<file path="src/rtl/instruction_fetch_if.sv">
`default_nettype none
// ============================================================================
// Module   : instruction_fetch_if
// Brief    : Memory-read and decoder-issue handshakes of the fetch stage.
// Revision : 1.0 - initial release
// ============================================================================
interface instruction_fetch_if #(
    parameter int INST_WIDTH = 16,
    parameter int PC_WIDTH   = 8
);
    logic                  mem_read_valid;
    logic [PC_WIDTH-1:0]   mem_read_address;
    logic                  mem_read_ready;
    logic [INST_WIDTH-1:0] mem_read_data;
    logic [INST_WIDTH-1:0] instruction;
    logic                  instruction_valid;
    logic                  instruction_ready;
    logic                  branch_taken;
    logic [PC_WIDTH-1:0]   branch_target;
    logic [PC_WIDTH-1:0]   pc;
    logic                  done;

    // The fetch stage is the master of both the memory and the issue side.
    modport master (
        input  mem_read_ready, mem_read_data, instruction_ready,
               branch_taken, branch_target,
        output mem_read_valid, mem_read_address, instruction,
               instruction_valid, pc, done
    );

    modport slave (
        output mem_read_ready, mem_read_data, instruction_ready,
               branch_taken, branch_target,
        input  mem_read_valid, mem_read_address, instruction,
               instruction_valid, pc, done
    );
endinterface
`default_nettype wire

</file>
<file path="src/rtl/instruction_fetch.sv">
`default_nettype none
// ============================================================================
// Module   : instruction_fetch
// Brief    : PC sequencer issuing memory reads and presenting instructions.
// Revision : 1.0 - initial release
// ============================================================================
module instruction_fetch #(
    parameter int         INST_WIDTH  = 16,
    parameter int         PC_WIDTH    = 8,
    parameter logic [3:0] HALT_OPCODE = 4'hF
) (
    input  wire logic                clk,
    input  wire logic                rst_n,
    input  wire logic                start,
    input  wire logic [PC_WIDTH-1:0] start_pc,
    instruction_fetch_if.master      bus
);

    typedef enum logic [1:0] {
        IDLE  = 2'd0,
        FETCH = 2'd1,
        ISSUE = 2'd2,
        DONE  = 2'd3
    } state_t;

    localparam logic [PC_WIDTH-1:0] c_pc_one = PC_WIDTH'(1);

    state_t                r_state;
    logic [PC_WIDTH-1:0]   r_pc;
    logic [PC_WIDTH-1:0]   r_mem_read_address;
    logic                  r_mem_read_valid;
    logic [INST_WIDTH-1:0] r_instruction;
    logic                  r_instruction_valid;
    logic                  r_done;

    logic                  w_halt;
    logic [PC_WIDTH-1:0]   w_pc_next;

    assign w_halt    = (r_instruction[INST_WIDTH-1 -: 4] == HALT_OPCODE);
    assign w_pc_next = bus.branch_taken ? bus.branch_target : (r_pc + c_pc_one);

    always_ff @(posedge clk or negedge rst_n) begin
        if (!rst_n) begin
            r_state             <= IDLE;
            r_pc                <= '0;
            r_mem_read_address  <= '0;
            r_mem_read_valid    <= 1'b0;
            r_instruction       <= '0;
            r_instruction_valid <= 1'b0;
            r_done              <= 1'b0;
        end else begin
            case (r_state)
                IDLE, DONE: begin
                    if (start) begin
                        r_state            <= FETCH;
                        r_pc               <= start_pc;
                        r_mem_read_address <= start_pc;
                        r_mem_read_valid   <= 1'b1;
                        r_done             <= 1'b0;
                    end
                end
                FETCH: begin
                    if (bus.mem_read_ready) begin
                        r_state             <= ISSUE;
                        r_instruction       <= bus.mem_read_data;
                        r_mem_read_valid    <= 1'b0;
                        r_instruction_valid <= 1'b1;
                    end
                end
                ISSUE: begin
                    if (bus.instruction_ready) begin
                        r_instruction_valid <= 1'b0;
                        // A halt wins over any redirect presented with it.
                        if (w_halt) begin
                            r_state <= DONE;
                            r_done  <= 1'b1;
                        end else begin
                            r_state            <= FETCH;
                            r_pc               <= w_pc_next;
                            r_mem_read_address <= w_pc_next;
                            r_mem_read_valid   <= 1'b1;
                        end
                    end
                end
                default: r_state <= IDLE;
            endcase
        end
    end

    assign bus.mem_read_valid    = r_mem_read_valid;
    assign bus.mem_read_address  = r_mem_read_address;
    assign bus.instruction       = r_instruction;
    assign bus.instruction_valid = r_instruction_valid;
    assign bus.pc                = r_pc;
    assign bus.done              = r_done;

endmodule
`default_nettype wire

</file>
<file path="src/flat_wrapper.sv">
// flat-port wrapper written by rule: the top's interface ports become plain ports
module instruction_fetch_flat 
#(
    parameter int         INST_WIDTH  = 16,
    parameter int         PC_WIDTH    = 8,
    parameter logic [3:0] HALT_OPCODE = 4'hF
)
  (clk, rst_n, start, start_pc, bus_mem_read_ready, bus_mem_read_data, bus_instruction_ready, bus_branch_taken, bus_branch_target, bus_mem_read_valid, bus_mem_read_address, bus_instruction, bus_instruction_valid, bus_pc, bus_done);
  instruction_fetch_if #(.INST_WIDTH(INST_WIDTH), .PC_WIDTH(PC_WIDTH)) bus_i ();
  input  wire logic clk;
  input  wire logic rst_n;
  input  wire logic start;
  input  wire logic [PC_WIDTH-1:0] start_pc;
  input wire logic [$bits(bus_i.mem_read_ready)-1:0] bus_mem_read_ready;
  input wire logic [$bits(bus_i.mem_read_data)-1:0] bus_mem_read_data;
  input wire logic [$bits(bus_i.instruction_ready)-1:0] bus_instruction_ready;
  input wire logic [$bits(bus_i.branch_taken)-1:0] bus_branch_taken;
  input wire logic [$bits(bus_i.branch_target)-1:0] bus_branch_target;
  output wire logic [$bits(bus_i.mem_read_valid)-1:0] bus_mem_read_valid;
  output wire logic [$bits(bus_i.mem_read_address)-1:0] bus_mem_read_address;
  output wire logic [$bits(bus_i.instruction)-1:0] bus_instruction;
  output wire logic [$bits(bus_i.instruction_valid)-1:0] bus_instruction_valid;
  output wire logic [$bits(bus_i.pc)-1:0] bus_pc;
  output wire logic [$bits(bus_i.done)-1:0] bus_done;
  assign bus_i.mem_read_ready = bus_mem_read_ready;
  assign bus_i.mem_read_data = bus_mem_read_data;
  assign bus_i.instruction_ready = bus_instruction_ready;
  assign bus_i.branch_taken = bus_branch_taken;
  assign bus_i.branch_target = bus_branch_target;
  assign bus_mem_read_valid = bus_i.mem_read_valid;
  assign bus_mem_read_address = bus_i.mem_read_address;
  assign bus_instruction = bus_i.instruction;
  assign bus_instruction_valid = bus_i.instruction_valid;
  assign bus_pc = bus_i.pc;
  assign bus_done = bus_i.done;
  instruction_fetch #(.INST_WIDTH(INST_WIDTH), .PC_WIDTH(PC_WIDTH), .HALT_OPCODE(HALT_OPCODE)) u_core (.clk(clk), .rst_n(rst_n), .start(start), .start_pc(start_pc), .bus(bus_i));
endmodule
</file>
<file path="config.mk">
export PLATFORM = sky130hd
export DESIGN_NAME = instruction_fetch_flat
export DESIGN_NICKNAME = d
export VERILOG_FILES = /design/src/rtl/instruction_fetch_if.sv /design/src/rtl/instruction_fetch.sv /design/src/flat_wrapper.sv
export SDC_FILE = /design/constraint.sdc
export NUM_CORES = 1
export LEC_CHECK = 0
export CORE_ASPECT_RATIO = 0.7
export CORE_MARGIN = 1
export CORE_UTILIZATION = 25
export CTS_CLUSTER_DIAMETER = 150
export DETAILED_ROUTE_END_ITERATION = 10
export PLACE_DENSITY = 0.55
export SLEW_MARGIN = 20
export SYNTH_ARGS = -nofsm -noshare
export SYNTH_HDL_FRONTEND = slang
export SYNTH_SLANG_ARGS = --single-unit
</file>
<file path="constraint.sdc">
create_clock -name clk -period 3.1 [get_ports clk]
set_input_delay 0.62 -clock clk [delete_from_list [all_inputs] [get_ports clk]]
set_output_delay 0.62 -clock clk [all_outputs]
set_load 0.01 [all_outputs]
</file>
==> results of run 1 <==
==> state kept, by name (all words and copies together), names as in the netlist <==
name                          flops
u_core.bus.instruction           16
u_core.bus.mem_read_address       8
u_core.r_state                    2
u_core.bus.done                   1
u_core.bus.instruction_valid      1
u_core.bus.mem_read_valid         1
==> area by class of cell <==
cell class                      count  area, um^2  share of cell area [%]
Clock inverter                      2        37.5                    1.55
Multi-Input combinational cell     96         722                    29.8
Timing Repair Buffer               74         736                    30.4
Clock buffer                        6        82.6                    3.41
Tap cell                           75        93.8                    3.87
Sequential cell                    29         726                    29.9
Inverter                            7        26.3                    1.08
==> kinds of logic (layout without fill, tap and decap cells) <==
kind of cell / count (synthesis) / count (layout)
XOR/XNOR: 3 / 3
AO/OA/AOI/OAI: 30 / 30
adder cells (fa/ha/maj): 4 / 4
multiplexers: 22 / 22
buffers and inverters: 20 / 89
flip-flops: 29 / 29
AND/OR/NAND/NOR: 37 / 37
==> cell usage in the layout, fill, tap and decap left out, drive strengths merged <==
| master | n |
|---|---|
| clkdlybuf4s50 | 72 |
| dfrtp | 29 |
| mux2 | 17 |
| nand2b | 10 |
| nor2 | 9 |
| inv | 7 |
| nand2 | 7 |
| a31oi | 6 |
| clkbuf | 6 |
| o21ai | 6 |
| mux2i | 5 |
| nand3 | 5 |
| a21oi | 4 |
| o211ai | 4 |
| ha | 4 |
| nor3 | 3 |
| o21a | 3 |
| o311ai | 3 |
| xnor2 | 3 |
| buf | 2 |
| a211oi | 2 |
| nand4 | 1 |
| and4 | 1 |
| nor2b | 1 |
| a221oi | 1 |
| a22o | 1 |
| bufinv | 1 |
| clkinvlp | 1 |
==> where the power goes <==
part	switching, mW	total [mW]	internal, mW
Sequential	0.183	0.751	0.568
Combinational	0.509	1.23	0.717
Clock	0.154	0.416	0.261
==> worst reg2reg max path, cell delays in order, from the launching register on <==
cell and delay, ns:
sky130_fd_sc_hd__dfrtp_1 0.39, sky130_fd_sc_hd__inv_1 0.06, sky130_fd_sc_hd__ha_1 0.34, sky130_fd_sc_hd__buf_4 0.24, sky130_fd_sc_hd__and4_4 0.21, sky130_fd_sc_hd__a211oi_4 0.55
sky130_fd_sc_hd__mux2_2 0.40
==> metal layers <==
metal | GRT usage, % | up-vias | part of all wire, % | wire, um
met2 | 17.2 | 54 | 36 | 1400
li1 | - | 642 | - | -
met5 | 0 | - | 0 | 0
met3 | 7.44 | 4 | 14 | 558
met1 | 16.8 | 588 | 49 | 1930
met4 | 4.41 | 0 | 0.92 | 36
==> path summary, 6_finish.rpt <==
check                                                             end  slack [ns]
setup / recovery           u_core.bus.mem_read_address[1]$_DFFE_PN0P_        0.80
max in group asynchronous  u_core.bus.mem_read_address[3]$_DFFE_PN0P_        2.08
min in group asynchronous  u_core.bus.mem_read_address[5]$_DFFE_PN0P_        0.73
hold reg to reg                u_core.bus.instruction[11]$_DFFE_PN0P_        0.50
setup reg to reg           u_core.bus.mem_read_address[1]$_DFFE_PN0P_        0.80
hold / removal                 u_core.bus.instruction[11]$_DFFE_PN0P_        0.50
==> results summary, run 1 <==
Routability-driven placement finished with a final weighted congestion of 0.723. The area share of the largest cell type after synthesis came out at 46.4%. The total negative slack for setup checks came out at 0 ns. The number of sinks handled by clock tree synthesis came out at 29. After synthesis, the share of cell area in mux cells is 15.5%. The post-layout net count came out at 255.

The top fanout value on the critical path came out at 15. The number of diodes is 0. The synthesized netlist devotes 13.9% of its cell area to compound gates. The simple logic cell fraction of the synthesized area came out at 11.9%.

The maximum number of pins on one net before global-route repair came out at 30. For the worst setup path, the data arrival time is 2.47 ns. In this design, the largest share of critical-path delay is due to compound AO/OA/AOI/OAI gates. The worst slew margin relative to its limit came out at 54.2%. The HPWL after detailed placement is 2.89 mm.

After Yosys synthesis, XOR and XNOR cells account for 1.68% of the synthesized area. The via count came out at 1,288. The detail route stage leaves a number of antenna-violating nets equal to 0. In the routed design, unresolved DRC markers number 0. The number of global-route vias before repair came out at 1,269. The synthesized design spends more area on one cell type than any other, namely sky130_fd_sc_hd__dfrtp_1. Setup repair after global routing left no endpoint under its margin.

The number of pins exceeding their max-slew limit in the final report is 0. After synthesis, the share of flip-flops with an asynchronous set or reset is 100%. The number of maximum-capacitance constraint violations came out at 0. The register area share after synthesis is 46.4%. At the placement stage, the worst setup path has a slack of 0.777 ns.

Among all stages on the critical path, the largest delay is contributed by sky130_fd_sc_hd__a211oi_4. For the worst setup path, the data required time is 3.26 ns. The register bit count reported by yosys came out at 29.

The number of fillers in the final layout came out at 597. Counting instances, the worst hold path has a depth of 1. Static timing analysis puts the maximum clock frequency at 434 MHz. The post-route non-filler standard cell count is 289. The proportion of layout cells with a drive suffix above 1 came out at 14.0%.

The worst-case hold slack came out at 0.503 ns. In this run the most critical hold path is launched from u_core.bus.instruction[11]$_DFFE_PN0P_. The startpoint kind of the worst setup timing path is a register.

The number of buffers inserted by hold repair at cts is 0. STA classifies the critical path endpoint as a register. The peak ir drop on the vdd network came out at 0.373 mV. The measured slew at the worst slew-check pin is 0.685 ns.

The number of detailed-routing iterations run before antenna repair came out at 4. The critical path depth in cells came out at 6. The die covers 6580 um^2. Global routing finished with a remaining overflow of 0.

The number of enable flip-flop cells after synthesis is 0. At the later pin of the worst-skew pair, clock insertion delay measures 0.28 ns. sky130_fd_sc_hd__dfrtp_1 is the most common cell in the netlist. In the routed layout, each cell is associated on average with a via count of 4.46. The tree is rooted in a sky130_fd_sc_hd__clkbuf_8. Counting cells, the worst reg-to-reg path comes to 6.

The maximum buffer depth of the clock tree came out at 2. The synthesized instance count came out at 145. The cell area that synthesis handed to floorplanning was 1560 um^2. For this configuration, the core starts out at a cell density of 26.6%.

The number of antenna violations at the first check in global routing came to 0. The initialized floorplan defines 23 standard-cell rows. The critical path is of the reg2reg type.

The critical path goes through inv_1 > ha_1 > buf_4 > and4_4 > a211oi_4 > mux2_2. The per-cell routed wire length came out at 13.6 um. The count of instances resized after the clock tree is built is 0. The dominant combinational cell family by area after synthesis is multiplexers. The CTS clock-pin slew for the worst setup and hold paths came out at 0.07 ns. Input and output buffers added on the ports amount to 72. The run finished with clean final reports. The unique cell type count in the Yosys netlist is 29. The leakage component of the power is 0.961 nW. The layout overhead on the synthesized area is 55.1%. In the finished design, the share of the clock period the worst path needs comes to 74.3%. After layout, the minimum clock period comes to 2.30 ns. The x dimension of the die came out at 96.5 um. Tracing the worst setup path back leads to its startpoint at u_core.r_state[0]$_DFFE_PN0P_. The total routing resource utilization after global routing is 12.8%. A synthesized cell averages 10.8 um^2.

The total count of hold-check failures in the final report is 0. The end-of-flow core utilization is 41.3%. The placeable core area came out at 5870 um^2. The H-tree generated during clock tree synthesis spans 2 levels. The cell area after layout came out at 2420 um^2. The largest incremental delay on the critical path is 0.55 ns.

TritonCTS built the clock tree. The total I/O pin count is 73. The critical path buffer and inverter count is 2. The TritonCTS buffer count came out at 5. The number of nets in the synthesized netlist came out at 187. The clock arrives with 0.00510 ns of skew. The die extent in y is 68.2 um. Dividing total power by cell area gives a power density of 987 nW/um^2.

The DRC violation total after the first TritonRoute iteration came out at 64. The leading register cell type out of synthesis is sky130_fd_sc_hd__dfrtp_1. The placed standard-cell area is 2300 um^2. The startpoint of the lowest-slack register-to-register path is u_core.r_state[0]$_DFFE_PN0P_. The number of placed instances, taps included is 281. The number of buffers added for setup after CTS is 0. The post-synthesis share of cell area spent on full adders, half adders and majority gates is 3.20%. Yosys attributes the largest share of cell area to sky130_fd_sc_hd__dfrtp_1, sky130_fd_sc_hd__mux2_2, sky130_fd_sc_hd__nand2b_1, sky130_fd_sc_hd__buf_4, sky130_fd_sc_hd__ha_1. The least setup slack across all paths after layout is 0.797 ns.

The final routed wirelength across all metal layers is 3.92 mm. By count the netlist is led by sky130_fd_sc_hd__dfrtp_1, sky130_fd_sc_hd__mux2_2, sky130_fd_sc_hd__nand2b_1. The global-route wire length before repair is 6.15 mm.

Setup violations remaining at the end of the flow were counted as 0. The overall power consumption came out at 2.39 mW. The worst hold path belongs to the class reg2reg. The Yosys step of the flow raised 0 warnings.
(Power assumes the default switching activity.)
==> inputs of run 2 (changes only) <==
PLACE_DENSITY = 0.57   (was 0.55)
clock period = 1.9 ns   (was 3.1 ns; I/O delays follow)
==> results summary, run 2 (synthesis gave the netlist of run 1 again) <==
The flip-flop count of the largest register, all copies and words added came out at 16. The total I/O pin count is 73. The initial core utilization came out at 26.6%.

The die extent in y is 68.2 um. The share of the cycle needed by the critical path after routing came out at 92.8%. The leakage component of the power is 0.996 nW. The number of pins exceeding their max-slew limit in the final report was 0.

The maximum clock skew at final layout is 0.00242 ns. Subtracting the final worst setup slack from the clock period gives 1.76 ns. The TritonCTS buffer count is 5. Data arrives at the worst endpoint at 1.38 ns.

The placeable core area came out at 5870 um^2. The critical path buffer and inverter count came out at 1. STA classifies the critical path startpoint as a register. The maximum buffer depth of the clock tree is 2. The count of instances resized after the clock tree is built came out at 0.

The top cell types in the final layout, fill and taps aside, are sky130_fd_sc_hd__clkdlybuf4s50_1, sky130_fd_sc_hd__dfrtp_1, sky130_fd_sc_hd__mux2_2. The largest incremental delay on the critical path is 0.61 ns. The overall die area came out at 6580 um^2. The number of buffers inserted by hold repair at cts came out at 0. The proportion of layout cells with a drive suffix above 1 is 16.4%. The maximum achievable frequency came out at 567 MHz. The number of global-route vias before repair is 1,280. Walking the worst path, the cells encountered are clkdlybuf4s50_1. The clock tree root driver cell is sky130_fd_sc_hd__clkbuf_8. The routed layout has 1,336 vias. In the routed layout, each cell is associated on average with a via count of 4.53.

The required time at the worst-slack endpoint came out at 1.52 ns. The endpoint identified for the worst register-to-register timing path is u_core.bus.mem_read_address[6]$_DFFE_PN0P_. The H-tree was split into 2 levels.

The number of cell rows is 23. The standard cell with the maximum stage delay on the critical path is sky130_fd_sc_hd__clkdlybuf4s50_1. Dividing the detail-routed wire length by the instance count gives 13.1 um.

The number of cell instances on the worst register-to-register path came out at 7. The total routing resource utilization after global routing came out at 12.5%. In this run the tightest slew margin relative to its limit is 74.3%. The remaining antenna violation count after routing is 0. The worst hold-check path type is in2async. The number of sinks handled by clock tree synthesis is 29. The post-route non-filler standard cell count came out at 295.

For this run, the share of the core covered by cells in the final layout is 42.3%. 0 antenna diodes ended up in the layout. The TritonCTS clock tree is built. The total negative slack for setup checks is 0 ns. The number of buffers added for setup after CTS came out at 0. The run finished with clean final reports. Global routing finished with a remaining overflow of 0.

The clock insertion delay at the later pin of the skew report came out at 0.28 ns. Setup repair after global routing left no endpoint under its margin. The number of detailed-routing iterations run before antenna repair is 4. The critical path is of the reg2out type.

Across the run, the number of max-cap violations was 0. The final routed wirelength across all metal layers is 3.86 mm. Detailed placement ended at an HPWL of 2.92 mm. The top fanout value on the critical path came out at 8. The total count of hold-check failures in the final report came to 0.

After detailed routing, the number of remaining DRC violations is 0. The CTS clock-pin slew for the worst setup and hold paths is 0.07 ns. The number of placed instances, taps included is 287.

Broken down by cell family, the worst path's largest delay share belongs to buffers and inverters. The worst setup path is captured at an output port. Setup violations remaining at the end of the flow were counted as 0.

The post-layout net count is 261. The measured slew at the worst slew-check pin came out at 0.381 ns. The number of fillers in the final layout is 598.

The most common library cell in the layout ignoring fill and taps is sky130_fd_sc_hd__clkdlybuf4s50_1. The final RePlAce weighted congestion came out at 0.764. The startpoint of the lowest-slack register-to-register path is u_core.r_state[0]$_DFFE_PN0P_.

After the first detailed-routing iteration, the DRC count stood at 49. The x dimension of the die came out at 96.5 um. The ratio of total power to cell area is 1610 nW/um^2. The peak ir drop on the vdd network is 0.617 mV.

The maximum number of pins on one net before global-route repair came out at 30. Across all register-to-register paths, the minimum setup slack is 0.18 ns. The count of input and output buffers is 72.

The area growth from synthesis to layout is 58.8%. The global-route wire length before repair came out at 6.14 mm. The number of antenna violations at the first check in global routing came out at 0.
==> run 2: changes by cell type in the layout (fill, tap and decap cells not counted), sizes merged <==
cell  delta
buf      +6
==> run 2: routing by layer <==
| metal | global-route usage, % | vias to the layer above | wire length (um) |
|---|---|---|---|
| met5 | 0 | - | 0 |
| met4 | 3.86 | 0 | 28 |
| met3 | 6.67 | 4 | 532 |
| met2 | 18.0 | 59 | 1500 |
| met1 | 16.1 | 618 | 1800 |
| li1 | - | 655 | - |
==> run 2: how the worst max path moves through the flow <==
stage / end / from / depth (start not counted) / slack [ns]
after floorplan: u_core.bus.mem_read_address[1]$_DFFE_PN0P_ / u_core.r_state[0]$_DFFE_PN0P_ / 5 / 0.24
after global placement: u_core.bus.mem_read_address[6]$_DFFE_PN0P_ / bus_instruction_ready / 6 / 0.14
after detailed placement: u_core.bus.mem_read_address[6]$_DFFE_PN0P_ / bus_instruction_ready / 6 / 0.12
after CTS: bus_pc[0] / u_core.bus.mem_read_address[0]$_DFFE_PN0P_ / 1 / 0.12
after global routing: u_core.bus.mem_read_address[3]$_DFFE_PN0P_ / u_core.r_state[0]$_DFFE_PN0P_ / 7 / 0.02
final: bus_pc[0] / u_core.bus.mem_read_address[0]$_DFFE_PN0P_ / 1 / 0.14
==> run 2: cell type report <==
type | count | area (um^2) | area share, %
Inverter | 7 | 26.3 | 1.06
Tap cell | 75 | 93.8 | 3.78
Multi-Input combinational cell | 96 | 722 | 29.1
Sequential cell | 29 | 726 | 29.2
Clock inverter | 2 | 37.5 | 1.51
Timing Repair Buffer | 80 | 793 | 32.0
Clock buffer | 6 | 82.6 | 3.33
==> run 2: worst register-to-register path: stages (launching register included) <==
cell and delay, ns:
sky130_fd_sc_hd__dfrtp_1 0.40, sky130_fd_sc_hd__inv_1 0.06, sky130_fd_sc_hd__ha_1 0.27, sky130_fd_sc_hd__and4_4 0.23, sky130_fd_sc_hd__a211oi_4 0.24, sky130_fd_sc_hd__buf_4 0.22, sky130_fd_sc_hd__nor2_1 0.05, sky130_fd_sc_hd__a31oi_1 0.16
==> run 2: metrics by stage <==
step | worst slack [ns] | area, um^2 | total power, mW | hold slack (ns)
3_5_place_dp | 0.118 | 2360 | 3.33 | 0.496
2_1_floorplan | 0.237 | 1560 | 2.36 | 0.0844
6_report | 0.137 | 2480 | 3.98 | 0.486
3_3_place_gp | 0.144 | 2360 | 3.33 | 0.486
4_1_cts | 0.118 | 2480 | 4.03 | 0.497
5_1_grt | 0.0201 | 2480 | 4.28 | 0.510
==> run 2: power by group <==
part	total [mW]	internal, mW	switching, mW
Clock	0.676	0.426	0.250
Combinational	2.08	1.24	0.838
Sequential	1.23	0.927	0.305
Total	3.98	2.59	1.39
